===== src/rtl/life_grid_engine.sv =====
// Game of Life grid engine: cell array, generation tick, run/pause/step,
// cursor editing, and population / stability tracking.
module life_grid_engine #(
  parameter int         WIDTH        = 16,
  parameter int         HEIGHT       = 16,
  parameter int         WRAP         = 0,
  parameter int         TICK_DIV     = 1024,
  parameter logic [8:0] BIRTH_MASK   = 9'b000001000,
  parameter logic [8:0] SURVIVE_MASK = 9'b000001100
) (
  input  logic                        clk,
  input  logic                        reset,
  input  logic                        pause,
  input  logic                        step,
  input  logic                        clear,
  input  logic                        key_up,
  input  logic                        key_down,
  input  logic                        key_left,
  input  logic                        key_right,
  input  logic                        toggle,
  output logic [HEIGHT*WIDTH-1:0]     cells,
  output logic [$clog2(WIDTH)-1:0]    cursor_x,
  output logic [$clog2(HEIGHT)-1:0]   cursor_y,
  output logic [15:0]                 generation,
  output logic [8:0]                  population,
  output logic                        stable
);

  localparam int N  = WIDTH * HEIGHT;
  localparam int IW = $clog2(N);
  localparam int XW = $clog2(WIDTH);
  localparam int YW = $clog2(HEIGHT);
  localparam int TW = (TICK_DIV > 1) ? $clog2(TICK_DIV) : 1;

  localparam logic [TW-1:0] TICK_LAST = TW'(TICK_DIV - 1);
  localparam logic [XW-1:0] X_LAST    = XW'(WIDTH - 1);
  localparam logic [YW-1:0] Y_LAST    = YW'(HEIGHT - 1);

  logic [N-1:0]    r_cells;
  logic [XW-1:0]   r_cx;
  logic [YW-1:0]   r_cy;
  logic [15:0]     r_gen;
  logic [8:0]      r_pop;
  logic            r_stable;
  logic [TW-1:0]   r_tick;

  logic [N-1:0]    w_next;
  logic [8:0]      w_next_pop;
  logic [3:0]      w_cnt;
  int              w_nx;
  int              w_ny;
  logic            w_tick_wrap;
  logic            w_update;
  logic [XW-1:0]   w_cx;
  logic [YW-1:0]   w_cy;
  logic [IW-1:0]   w_tidx;

  assign w_tick_wrap = (r_tick == TICK_LAST);
  assign w_update    = pause ? step : w_tick_wrap;
  assign w_tidx      = IW'(int'(r_cy) * WIDTH + int'(r_cx));

  // Whole next generation from the registered grid in one pass.
  always_comb begin
    w_next = '0;
    w_cnt  = '0;
    w_nx   = 0;
    w_ny   = 0;
    for (int y = 0; y < HEIGHT; y++) begin
      for (int x = 0; x < WIDTH; x++) begin
        w_cnt = '0;
        for (int dy = -1; dy <= 1; dy++) begin
          for (int dx = -1; dx <= 1; dx++) begin
            w_nx = x + dx;
            w_ny = y + dy;
            if (WRAP != 0) begin
              if (w_nx < 0) w_nx = WIDTH - 1;
              else if (w_nx >= WIDTH) w_nx = 0;
              if (w_ny < 0) w_ny = HEIGHT - 1;
              else if (w_ny >= HEIGHT) w_ny = 0;
            end
            if (!(dx == 0 && dy == 0) &&
                w_nx >= 0 && w_nx < WIDTH &&
                w_ny >= 0 && w_ny < HEIGHT)
              w_cnt = w_cnt +
                4'(r_cells[IW'(w_ny * WIDTH + w_nx)]);
          end
        end
        w_next[IW'(y * WIDTH + x)] =
          r_cells[IW'(y * WIDTH + x)] ?
          SURVIVE_MASK[w_cnt] : BIRTH_MASK[w_cnt];
      end
    end
  end

  always_comb begin
    w_next_pop = '0;
    for (int i = 0; i < N; i++)
      w_next_pop = w_next_pop + 9'(w_next[i]);
  end

  // Opposing keys on one axis cancel.
  always_comb begin
    w_cx = r_cx;
    if (key_left && !key_right) begin
      if (r_cx == '0) w_cx = (WRAP != 0) ? X_LAST : '0;
      else w_cx = r_cx - 1'b1;
    end else if (key_right && !key_left) begin
      if (r_cx == X_LAST) w_cx = (WRAP != 0) ? '0 : X_LAST;
      else w_cx = r_cx + 1'b1;
    end
  end

  always_comb begin
    w_cy = r_cy;
    if (key_up && !key_down) begin
      if (r_cy == '0) w_cy = (WRAP != 0) ? Y_LAST : '0;
      else w_cy = r_cy - 1'b1;
    end else if (key_down && !key_up) begin
      if (r_cy == Y_LAST) w_cy = (WRAP != 0) ? '0 : Y_LAST;
      else w_cy = r_cy + 1'b1;
    end
  end

  always_ff @(posedge clk or negedge reset) begin
    if (!reset) begin
      r_cells  <= '0;
      r_cx     <= XW'(WIDTH / 2);
      r_cy     <= YW'(HEIGHT / 2);
      r_gen    <= '0;
      r_pop    <= '0;
      r_stable <= 1'b0;
      r_tick   <= '0;
    end else begin
      r_cx <= w_cx;
      r_cy <= w_cy;
      if (clear) begin
        r_cells  <= '0;
        r_gen    <= '0;
        r_pop    <= '0;
        r_stable <= 1'b0;
        r_tick   <= '0;
      end else begin
        if (!pause)
          r_tick <= w_tick_wrap ? '0 : r_tick + 1'b1;
        if (w_update) begin
          r_cells  <= w_next;
          r_pop    <= w_next_pop;
          r_stable <= (w_next == r_cells);
          r_gen    <= r_gen + 16'd1;
        end else if (pause && toggle) begin
          r_cells[w_tidx] <= ~r_cells[w_tidx];
          r_pop    <= r_cells[w_tidx] ? r_pop - 9'd1
                                      : r_pop + 9'd1;
          r_stable <= 1'b0;
        end
      end
    end
  end

  assign cells      = r_cells;
  assign cursor_x   = r_cx;
  assign cursor_y   = r_cy;
  assign generation = r_gen;
  assign population = r_pop;
  assign stable     = r_stable;

endmodule


===== config.mk =====
export PLATFORM = sky130hd
export DESIGN_NAME = life_grid_engine
export DESIGN_NICKNAME = d
export VERILOG_FILES = /design/src/rtl/life_grid_engine.sv
export SDC_FILE = /design/constraint.sdc
export NUM_CORES = 2
export LEC_CHECK = 0
export ABC_AREA = 1
export CAP_MARGIN = 25
export CELL_PAD_IN_SITES_DETAIL_PLACEMENT = 0
export CELL_PAD_IN_SITES_GLOBAL_PLACEMENT = 1
export CORE_ASPECT_RATIO = 1.1
export CORE_UTILIZATION = 30
export CTS_CLUSTER_DIAMETER = 60
export DETAILED_ROUTE_END_ITERATION = 10
export GPL_TIMING_DRIVEN = 1
export PLACE_DENSITY_LB_ADDON = 0.05
export SLEW_MARGIN = 10
export SYNTH_ARGS = -nofsm -noshare
export SYNTH_HDL_FRONTEND = slang
export SYNTH_SLANG_ARGS = --single-unit

===== constraint.sdc =====
create_clock -name clk -period 5.4 [get_ports clk]
set_input_delay 1.08 -clock clk [delete_from_list [all_inputs] [get_ports clk]]
set_output_delay 1.08 -clock clk [all_outputs]
set_load 0.01 [all_outputs]

==> impl_metrics.env <==
export IMPL_synth_edff_count=0
export IMPL_reg2reg_from="cells[65]$_DFFE_PN0P_"
export IMPL_cts_made_buffers=67
export IMPL_clk_pin_slew_worst_paths_ns=0.05
export IMPL_fin_setup_tns_ns=0
export IMPL_crit_path_end_kind="register"
export IMPL_yosysUniqueCellTypes=45
export IMPL_clockBufferDepth=3
export IMPL_cp_cell_sequence="inv_1 -> buf_4 -> fa_1 -> fa_1 -> fa_1 -> inv_1 -> ha_1 -> fa_1 -> or2_2 -> a21oi_1 -> o22ai_1 -> nor2_1 -> nand2_1 -> nor2_1 -> nand3_1 -> nor2_1 -> nand2_1 -> nand2_1"
export IMPL_synth_warnings=0
export IMPL_yosys_top_cells_area="fa_1 (21%), dfrtp_1 (20%), nand2_1 (11%)"
export IMPL_crit_fanout=8
export IMPL_worst_setup_path_type="register to register"
export IMPL_dp_hpwl_um=132000
export IMPL_hold_viol_final=0
export IMPL_cp_arrival_ns=5.43
export IMPL_dieArea_um2=125000
export IMPL_slowest_stage="a21oi_1"
export IMPL_final_common_cell="nand2_1"
export IMPL_root_buffer="clkbuf_16"
export IMPL_finalClockSkew_ns=0.0319
export IMPL_grt_pass1_wl_um=259000
export IMPL_cts_tree="done"
export IMPL_async_flop_share=1.00
export IMPL_synth_top_cell_by_area="fa_1"
export IMPL_row_count=135
export IMPL_synth_area_um2=37200
export IMPL_min_period_over_period=0.900
export IMPL_syn_num_nets=5761
export IMPL_slew_headroom=0.229
export IMPL_grt_ovfl_total=0
export IMPL_multi_input_area_um2=25600
export IMPL_gp_congestion=0.894
export IMPL_ys_seq_area_frac=0.202
export IMPL_antenna_found_initial=4
export IMPL_cts_setup_buffers=0
export IMPL_final_cell_mix="nand2_1 (1048), inv_1 (880), nor2_1 (606)"
export IMPL_synth_top_area_frac=0.211
export IMPL_dr_pass1_iters=6
export IMPL_initial_core_util=0.302
export IMPL_track_usage=0.287
export IMPL_drtIter0Drc=2422
export IMPL_worstHoldPathType="primary input to async pin"
export IMPL_cp_common_cell="fa_1"
export IMPL_vias=35441
export IMPL_r2r_cells=18
export IMPL_syn_area_per_cell_um2=7.35
export IMPL_cts_resized=0
export IMPL_layout_min_cycle_time_ns=4.86
export IMPL_fp_dieH_um=371
export IMPL_wl_per_cell_um=25.0
export IMPL_r2r_end="stable$_DFFE_PN0P_"
export IMPL_finalMaxSlewViolations=0
export IMPL_ios=300
export IMPL_cp_startpoint="cells[65]$_DFFE_PN0P_"
export IMPL_crit_required_ns=5.97
export IMPL_cp_slowest_stage_delay_ns=0.58
export IMPL_netlist_instances=5061
export IMPL_setup_viol=0
export IMPL_fillers=13177
export IMPL_design_area_um2=45400
export IMPL_core_um2=123000
export IMPL_vias_per_cell=4.96
export IMPL_htree_levels=3
export IMPL_outcome="completed"
export IMPL_maxCapViolations=0
export IMPL_syn_to_final_growth_pct=22.2
export IMPL_max_freq_mhz=206
export IMPL_antenna_left=0
export IMPL_finalWirelength_um=178000
export IMPL_clock_latency_ns=0.66
export IMPL_place_area_um2=43100
export IMPL_grt_pass1_vias=36054
export IMPL_rsz0062_at_grt="no"
export IMPL_worstMarginPinSlew_ns=1.15
export IMPL_cts_hold_buf=0
export IMPL_critPathLaunchType="register"
export IMPL_synthFlopType="dfrtp_1"
export IMPL_fin_nets=6146
export IMPL_ys_ff_latch=300
export IMPL_regToRegSetupSlack_ns=0.54
export IMPL_fp_dieW_um=338
export IMPL_drc=0
export IMPL_clock_sinks=300
export IMPL_grt_max_degree=156
export IMPL_portBuffers=299
export IMPL_drive_gt1_frac=0.0613
export IMPL_seqCellArea_um2=7520
[synth_stat cells (9+ instances only)]
cell and number:
clkinv_1 17, nand3_1 237, o21ai_1 21, or2_2 22
nor2_1 615, inv_1 881, a31oi_1 11, nor4_1 21
nand4_1 89, o22ai_1 22, clkbuf_1 80, buf_4 24
buf_2 39, nand2_1 1050, o31ai_1 34, a21oi_1 343
dfrtp_1 298, xor2_1 37, nor3_1 24, o21ai_0 269
o211ai_1 10, fa_1 391, ha_1 299, buf_1 18
xnor2_1 9, o21a_1 149
[state kept, by name, indices dropped and copies added, names as in the netlist]
| signal | flops |
|---|---|
| r_tick | 10 |
| population | 9 |
| cursor_x | 4 |
| stable | 1 |
| cursor_y | 4 |
| generation | 16 |
| cells | 256 |
[worst max-delay path by stage]
stage                              end  slack, ns  cells after the start
finish              stable$_DFFE_PN0P_       0.54                     18
global route        stable$_DFFE_PN0P_       0.25                     18
CTS                 stable$_DFFE_PN0P_       0.51                     18
detailed placement  stable$_DFFE_PN0P_       0.56                     18
global placement    stable$_DFFE_PN0P_       0.56                     18
floorplan           stable$_DFFE_PN0P_       1.42                     17
[area by class of cell]
| class | count | share of cell area |
|---|---|---|
| clock inverters | 39 | 0.0125 |
| well taps | 1644 | 0.0453 |
| diodes | 1 | 0.0000551 |
| clock buffers | 78 | 0.0391 |
| multi-input cells | 3700 | 0.564 |
| flip-flops and latches | 300 | 0.166 |
| repair buffers | 477 | 0.0991 |
| inverters | 900 | 0.0745 |
[stage by stage]
stage	hold slack, ns	setup WS, ns	utilization	std cells
floorplan	0.484	1.42	-	5061
detailed placement	0.520	0.558	0.350	7020
global placement	0.522	0.564	0.350	7017
finish	0.434	0.538	0.369	7139
CTS	0.440	0.510	0.369	7137
global route	0.483	0.250	0.369	7138
[critical path: cells and delay by family (launching register included)]
family                   cells  cell delay [ns]
AO/OA/AOI/OAI                2             0.88
adder cells (fa/ha/maj)      5             2.09
buffers and inverters        3             0.30
flip-flops                   1             0.47
AND/OR/NAND/NOR              8             1.04
[cells by family (layout without fill, tap and decap cells)]
kind of cell             after synthesis  after routing  share of synthesized area
other                                  0              1                          0
AND/OR/NAND/NOR                     2082           2082                      0.230
multiplexers                           3              3                   0.000808
buffers and inverters               1061           1494                      0.111
adder cells (fa/ha/maj)              690            690                      0.311
XOR/XNOR                              46             46                     0.0108
AO/OA/AOI/OAI                        879            879                      0.134
flip-flops                           300            300                      0.202
[layer usage]
layer  global-route usage  vias to the layer above  part of all wire
met5                    0                        -           0.00016
met4               0.0787                        4             0.026
met3               0.0455                      187             0.052
met2                0.497                      898              0.49
met1                0.368                    17487              0.43
li1                     -                    16865                 -
Power is not shown: default switching activity piles up to over one toggle a cycle in this logic, so the estimate is an artifact.
